[config.mk]
export PLATFORM = sky130hd
export DESIGN_NAME = writeback_regfile
export DESIGN_NICKNAME = d
export VERILOG_FILES = /design/src/rtl/writeback_regfile.sv
export SDC_FILE = /design/constraint.sdc
export NUM_CORES = 2
export LEC_CHECK = 0
export CAP_MARGIN = 15
export CORE_ASPECT_RATIO = 1.5
export CORE_UTILIZATION = 50
export DETAILED_ROUTE_END_ITERATION = 16
export PLACE_DENSITY = 0.68
export SLEW_MARGIN = 5
export SYNTH_ARGS = -nofsm -noshare
export SYNTH_HDL_FRONTEND = slang
export SYNTH_SLANG_ARGS = --single-unit
[constraint.sdc]
create_clock -name clk -period 3.2 [get_ports clk]
set_clock_uncertainty 0.15 [all_clocks]
set_input_delay 0.64 -clock clk [delete_from_list [all_inputs] [get_ports clk]]
set_output_delay 0.64 -clock clk [all_outputs]
set_load 0.02 [all_outputs]
[src/rtl/writeback_regfile.sv]
// rtl/writeback_regfile.sv - writeback select, 32x32 register file with write-through bypass, write counter
//
// Purpose:
//   Picks the writeback value (ALU result or memory read data) and commits it
//   to the architectural register file. Serves two combinational decode read
//   ports that bypass a same-cycle write. Exports the writeback result,
//   destination and effective enable to the forwarding unit. Keeps a wrapping
//   count of cycles with the write enable asserted.
//
// Ports:
//   clk           pipeline clock, rising-edge state updates
//   rst           asynchronous active-low reset
//   Alu_out_WB    ALU result from MEM/WB
//   DM_RD_out_WB  data-memory read data from MEM/WB
//   ResultSrc_WB  0 = ALU result, 1 = memory read data
//   RF_WE_WB      register-file write enable
//   RD_WB         destination register index
//   A1, A2        decode read addresses
//   RD1, RD2      decode read data (combinational)
//   Result_W      selected writeback value (combinational)
//   RD_W          destination index to forwarding unit
//   RF_WE_W       effective write enable (x0 writes suppressed)
//   wr_count      cycles with RF_WE_WB = 1 since reset, wrapping

module writeback_regfile #(
  parameter  int DATA_W = 32,
  parameter  int NREG   = 32,
  localparam int AW     = $clog2(NREG)
) (
  input  logic              clk,
  input  logic              rst,
  input  logic [DATA_W-1:0] Alu_out_WB,
  input  logic [DATA_W-1:0] DM_RD_out_WB,
  input  logic              ResultSrc_WB,
  input  logic              RF_WE_WB,
  input  logic [AW-1:0]     RD_WB,
  input  logic [AW-1:0]     A1,
  input  logic [AW-1:0]     A2,
  output logic [DATA_W-1:0] RD1,
  output logic [DATA_W-1:0] RD2,
  output logic [DATA_W-1:0] Result_W,
  output logic [AW-1:0]     RD_W,
  output logic              RF_WE_W,
  output logic [31:0]       wr_count
);

  logic [DATA_W-1:0] regs_q [NREG];
  logic [DATA_W-1:0] regs_d [NREG];
  logic [31:0]       wr_count_q;
  logic [31:0]       wr_count_d;

  // Forwarding outputs are pure functions of the MEM/WB inputs.
  always_comb begin
    Result_W = ResultSrc_WB ? DM_RD_out_WB : Alu_out_WB;
    RD_W     = RD_WB;
    RF_WE_W  = RF_WE_WB && (RD_WB != '0);
  end

  // RF_WE_W already excludes x0, so entry 0 is never written.
  always_comb begin
    regs_d = regs_q;
    if (RF_WE_W) begin
      regs_d[RD_WB] = Result_W;
    end
  end

  // The counter counts every enabled cycle, including writes aimed at x0.
  always_comb begin
    wr_count_d = wr_count_q + {31'd0, RF_WE_WB};
  end

  always_ff @(posedge clk or negedge rst) begin
    if (!rst) begin
      for (int i = 0; i < NREG; i++) begin
        regs_q[i] <= '0;
      end
      wr_count_q <= '0;
    end else begin
      regs_q     <= regs_d;
      wr_count_q <= wr_count_d;
    end
  end

  // Read ports: x0 reads zero, then same-cycle bypass, then stored value.
  always_comb begin
    if (A1 == '0) begin
      RD1 = '0;
    end else if (RF_WE_W && (A1 == RD_WB)) begin
      RD1 = Result_W;
    end else begin
      RD1 = regs_q[A1];
    end

    if (A2 == '0) begin
      RD2 = '0;
    end else if (RF_WE_W && (A2 == RD_WB)) begin
      RD2 = Result_W;
    end else begin
      RD2 = regs_q[A2];
    end
  end

  assign wr_count = wr_count_q;

endmodule
==> metrics.md <==
| Metric | Value |
|---|---|
| Status | finished, violations left |
| Failing checks | negative setup slack |
| GR peak layer | met2 |
| Min-Delay Endpoint | regs_q[1012]$_DFFE_PN0P_ |
| Worst path buffer plus inverter count | 6 |
| CP Class | in2out |
| Fill count | 7622 |
| Worst Reg-to-Reg Cells | 7 |
| Largest area contributor in the netlist | dfrtp_1 |
| DP HPWL | 140 mm |
| Total track usage | 0.381 |
| Peak supply drop | 0.429 mV |
| H-tree levels | 3 |
| Max stage delay on crit path | 0.53 ns |
| Final setup viols | 64 |
| Cells along the critical path | buf_16 -> buf_12 -> buf_12 -> buf_12 -> mux4_2 -> a22o_1 -> nor3_4 -> o32ai_2 -> buf_6 -> buf_12 |
| Hold Crit Depth | 0 |
| Syn Nets | 5058 |
| Top_reg_cell synth | dfrtp_1 |
| Final hold violations | 0 |
| Drt wl/cell | 30.2 um |
| Vias per cell | 6.64 |
| RR Endpoint | wr_count[18]$_DFF_PN0_ |
| Clock Tree Root | clkbuf_16 |
| Met3 Resource Use GR | 0.102 |
| ANT nets after route | 0 |
| Fraction of layout cells with a size suffix above 1 | 0.340 |
| RD Place Congestion | 1.00 |
| Post-Route Setup TNS | -12.26 ns |
| I/O pin total | 217 |
| Worst skew pair latency | 0.73 ns |
| Pwr per Cell Area | 606 mW/mm^2 |
| Die area | 0.110 sq mm |
| Data arrival time of the critical path | 2.72 ns |
| Clk slew on worst S/H paths | 0.06 ns |
| CTS sink count | 1056 |
| Max Fclk | 285 MHz |
| Slew margin rel. | 0.569 |
| Leakage power figure | 30.8 nW |
| Grt total ovfl | 0 |
| Met2 Use GR | 0.592 |
| Cells after Synth | 4973 |
| Top post-synthesis cells by area | dfrtp_1 (49%), mux4_2 (19%), a21oi_1 (4.8%) |
| Crit-path most repeated cell | buf_12 |
| Startpoint types | input port |
| Chip width | 271 um |
| RSZ-0062 raised after global routing | true |
| Maxcap violations | 0 |
| EDFF count, synth | 0 |
| Via count | 47100 |
| Syn Std Cell Area | 0.0543 sq mm |
| First-pass GRT wire length | 305 mm |
| Async SR Flop Fraction | 1.00 |
| Total Power | 43.5 mW |
| Final #Nets | 5671 |
| Final cycle utilization of the critical path | 1.10 |
| Sequential area share after synthesis | 0.486 |
| DRC viols | 0 |
| Crit-path slowest cell | mux4_2 |
| Final slew viol count | 0 |
| Drt pass-1 iters | 6 |
| Fin Hold WS | 0.249 ns |
| Synth Area per Inst | 10.9 sq um |
| Hold Path Class | reg2reg |
| Clk buf depth | 3 |
| Largest net degree at the start of global routing | 74 |
| CP delay by family, top | buffers and inverters |
| WP data required | 2.41 ns |
| Worst setup EP type | output port |
| Hold_sp | regs_q[1012]$_DFFE_PN0P_ |
| Drt first-iter violations | 5648 |
| Initial Utilization | 0.506 |
| Yosys reg bits | 1056 |
| Worst r2r src | wr_count[0]$_DFF_PN0_ |
| CTS Buf Count | 103 |
| Num rows | 147 |
| CP Max Fanout | 6 |
| Reg2reg setup slack | 1.25 ns |
| I/O Buffers | 216 |
| GRT met1 Usage | 0.448 |
| P&R area growth vs syn | 32.2% |
| Worst slew pin tran | 0.647 ns |
| Setup WS post-layout | -0.314 ns |
| Top cell type's share of synthesized area | 0.486 |
| Die height | 406 um |
| Synth Warn # | 0 |
| Post-route minimum period | 3.51 ns |
| Antenna violations before repair | 3 |
| Vias in the first global route | 46900 |
| CTS tree | done |
| Core area | 0.107 sq mm |
| Routed WL | 214 mm |
| Yosys cell types | 57 |
[where the power goes]
group / switching [mW] / internal, mW / total, mW
clock network: 5.65 / 7.38 / 13.0
logic: 5.97 / 6.02 / 12.0
registers: 2.30 / 16.2 / 18.5
total: 13.9 / 29.6 / 43.5
[cell type report]
class,count,area (sq um),area share
Antenna cell,1,2.50,0.0000348
Clock inverter,43,547,0.00761
Sequential cell,1056,26400,0.368
Inverter,41,154,0.00214
Multi-Input combinational cell,3343,28000,0.390
Clock buffer,148,3020,0.0420
Timing Repair Buffer,1041,11900,0.165
Tap cell,1415,1770,0.0246
[layer usage]
metal	up-vias	part of all wire
li1	19300	-
met1	23400	0.33
met2	3429	0.46
met3	953	0.12
met4	6	0.093
met5	-	0.00017
[what timing repair did]
action,CTS,global route
hold buffers,1,0
cloned,11,14
endpoints found under the setup margin,70,67
pin swaps,67,126
gates resized for setup,570,350
setup buffers,105,97
endpoints found under the hold margin,57,0
[how the worst max path moves through the flow]
| stage | startpoint | cells past startpoint | end |
|---|---|---|---|
| final | A1[0] | 10 | RD1[16] |
| after global routing | regs_q[112]$_DFFE_PN0P_ | 7 | RD2[16] |
| after CTS | A1[0] | 9 | RD1[2] |
| after detailed placement | RD_WB[1] | 9 | RD1[17] |
| after global placement | RD_WB[1] | 9 | RD1[17] |
| after floorplan | RD_WB[0] | 8 | RD1[10] |
[cells in the final DEF (no fill, tap or decap), types with 14 or more instances in the layout]
cell             count
nand2_1            551
a21oi_1            514
mux2i_4             24
buf_16              21
clkbuf_16          118
buf_4              524
buf_8               24
buf_6              109
o22ai_1             41
buf_12             195
xnor2_1             19
nor3_1              22
o21ai_0            477
a22o_1              33
clkbuf_1            18
nor2_4              51
nand2_4             14
inv_1               39
clkinv_2            20
nor2_1             546
nor3_2              20
a2111oi_4           17
clkdlybuf4s50_1    133
dfrtp_1           1056
mux4_2             460
o32ai_2             14
o22ai_2             23
mux2i_1            102
nand2_2             25
nor2_2              18
clkbuf_8            27
and3_1              17
nand3_1             16
xor2_1              16
a22oi_2             62
a22oi_1             53
[per-stage QoR]
step	area (sq um)	instances	util	worst slack (ns)
finish	71800	7088	0.669	-0.314
global placement	63200	6692	0.588	-1.38
CTS	69500	6996	0.647	-0.340
floorplan	54400	4973	-	-0.108
detailed placement	63200	6692	0.588	-1.35
global route	71800	7087	0.669	-0.329
[registers in the layout (all words and copies together), names as in the netlist]
register and flops:
regs_q 1024, wr_count 32
[cells by family after synthesis]
logic type | synth area share
buffers and inverters | 0.0471
adders and majority gates | 0.000460
xor gates and xnor gates | 0.00645
and+or+nand+nor | 0.0993
AOI/OAI and AO/OA | 0.144
DFF | 0.486
muxes | 0.217
[worst register-to-register path, stage by stage (launching register included)]
cell	delay (ns)
dfrtp_1	0.45
ha_1	0.24
buf_4	0.15
ha_1	0.21
nand3_1	0.11
nor3_1	0.23
nand3_1	0.15
xnor2_1	0.14
[Yosys cell counts (all sizes together) (28+ instances only)]
cell type / instances
dfrtp: 1056
nor2: 615
nand2: 590
a21oi: 522
o21ai: 488
mux4: 460
clkbuf: 375
buf: 158
mux2i: 136
a22oi: 115
o22ai: 73
nor3: 53
inv: 40
a22o: 33
o32ai: 32
and3: 28
Note: power is estimated with default switching activity, not from simulation.
==> patch, RTL diff (same settings) <==
`NREG`: 32 -> 16.
--- a/src/rtl/writeback_regfile.sv
+++ b/src/rtl/writeback_regfile.sv
@@ -25,5 +25,5 @@
 module writeback_regfile #(
   parameter  int DATA_W = 32,
-  parameter  int NREG   = 32,
+  parameter  int NREG   = 16,
   localparam int AW     = $clog2(NREG)
 ) (
Interface: changed (resized A1, A2, RD_W and RD_WB); port bits go from 217 to 213. The function was not compared with the original's and may differ.
==> patch against the unedited design <==
Die area shrank 47%; power shrank 49%; sequential share of layout area grew 1.8 points; routed wire length shrank 59%; sequential cell count shrank 512; worst setup slack gained 0.33 ns; area after synthesis shrank 47%; cell area shrank 51%.
==> patch: results (changes against the unedited design) <==
stage	metric	value	unit	change
logic_synthesis	post-synthesis net count	2559		-49%
logic_synthesis	Post-Synth XOR/XNOR Area	1.15	%	+0.51 points
finish	fin cells	3542		-50%
grt	met2 Use GR	51.9	%	-7.3 points
placed_design	Post-DP Area	0.0331	sq mm	-48%
clock_network	CTS H-Tree Depth	2		-1
setup_path	reg2reg path depth	6		-1
placed_design	Placed Instances	3420		-49%
placed_design	pre-CTS setup slack	-0.807	ns	+0.542 ns
logic_synthesis	mux share of post-synthesis cell area	28.1	%	+6.4 points
placed_design	PortBufs	212		-1.9%
power_and_ir_drop	Leakage Power	15.1	nW	-51%
logic_synthesis	syn avg cell area	11.6	sq um	+6.5%
clock_network	TritonCTS Buffers	52		-50%
finish	Ant. Diodes	0		-1
clock_network	CTS resizes	267		-53%
drt	Met1 Routed Length	33100	um	-53%
logic_synthesis	post-synthesis sequential area ratio	47.2	%	-1.4 points
power_and_ir_drop	Psw	6.80	mW	-51%
power_and_ir_drop	Power Combinational	6.09	mW	-49%
setup_path	slowest stage delay, CP	0.51	ns	-0.02 ns
power_and_ir_drop	peak supply drop	0.000406	V	-5.5%
grt	largest net degree at the start of global routing	89		+20%
run_status	outcome	complete, no violations		
drt	max layer used	met4		
drt	met3 WL	6100	um	-76%
placed_design	GPL Wtd Cong	0.816		-19%
timing	Worst-Margin Slew	0.685	ns	+0.0381 ns
drt	via-per-instance ratio	6.13		-7.7%
clock_network	clk slew on worst S/H paths	0.06	ns	about the same
logic_synthesis	most numerous cell in the Yosys netlist	dfrtp_1		
drt	drt initial violations	1771		-69%
placed_design	detailed placement HPWL	55500	um	-60%
logic_synthesis	synth cell count leaders	dfrtp_1 (544), nor2_1 (327), a21oi_1 (320)		
clock_network	Clock Latency Late Sink	0.59	ns	-0.14 ns
grt	GRT Total Usage	30.5	%	-7.6 points
finish	share of layout cells above drive strength 1	28.1	%	-5.9 points
logic_synthesis	Area contributors post-synth	dfrtp_1 (47%), mux4_2 (20%), a21oi_1 (5.6%)		
drt	Pre-antenna DRT Iters	5		-1
setup_path	CP max FO	9		+3
grt	routing usage on met1	38.6	%	-6.2 points
power_and_ir_drop	P_seq	9.51	mW	-49%
finish	max reg flops	512		-50%
power_and_ir_drop	combinational share of power	27.4	%	-0.2 points
grt	first-pass GRT wire length	134000	um	-56%
setup_path	Top Family by Delay on Critical Path	multiplexers		
finish	final net count	2822		-50%
drt	WL met2	44400	um	-55%
finish	FILL cells	4372		-43%
logic_synthesis	compound-gate portion of the synthesized area	9.88	%	-4.5 points
[patch: layout make-up]
| class | instances | area, sq um | share of cell area, % |
|---|---|---|---|
| well taps | 763 | 955 | 2.71 |
| repair buffers | 477 | 4920 | 14.0 |
| clock buffers | 69 | 1440 | 4.07 |
| inverters | 33 | 124 | 0.351 |
| multi-input cells | 1631 | 13800 | 39.2 |
| clock inverters | 25 | 375 | 1.06 |
| flip-flops and latches | 544 | 13600 | 38.6 |
[patch: worst paths after layout]
check | slack (ns) | to | from
max | 0.01 | RD2[27] | A2[0]
min | 0.25 | regs_q[484]$_DFFE_PN0P_ | regs_q[484]$_DFFE_PN0P_
max reg2reg | 1.21 | wr_count[28]$_DFF_PN0_ | wr_count[0]$_DFF_PN0_
min reg2reg | 0.25 | regs_q[484]$_DFFE_PN0P_ | regs_q[484]$_DFFE_PN0P_
max in group asynchronous | 1.43 | regs_q[14]$_DFFE_PN0P_ | rst
min in group asynchronous | 0.44 | wr_count[16]$_DFF_PN0_ | rst
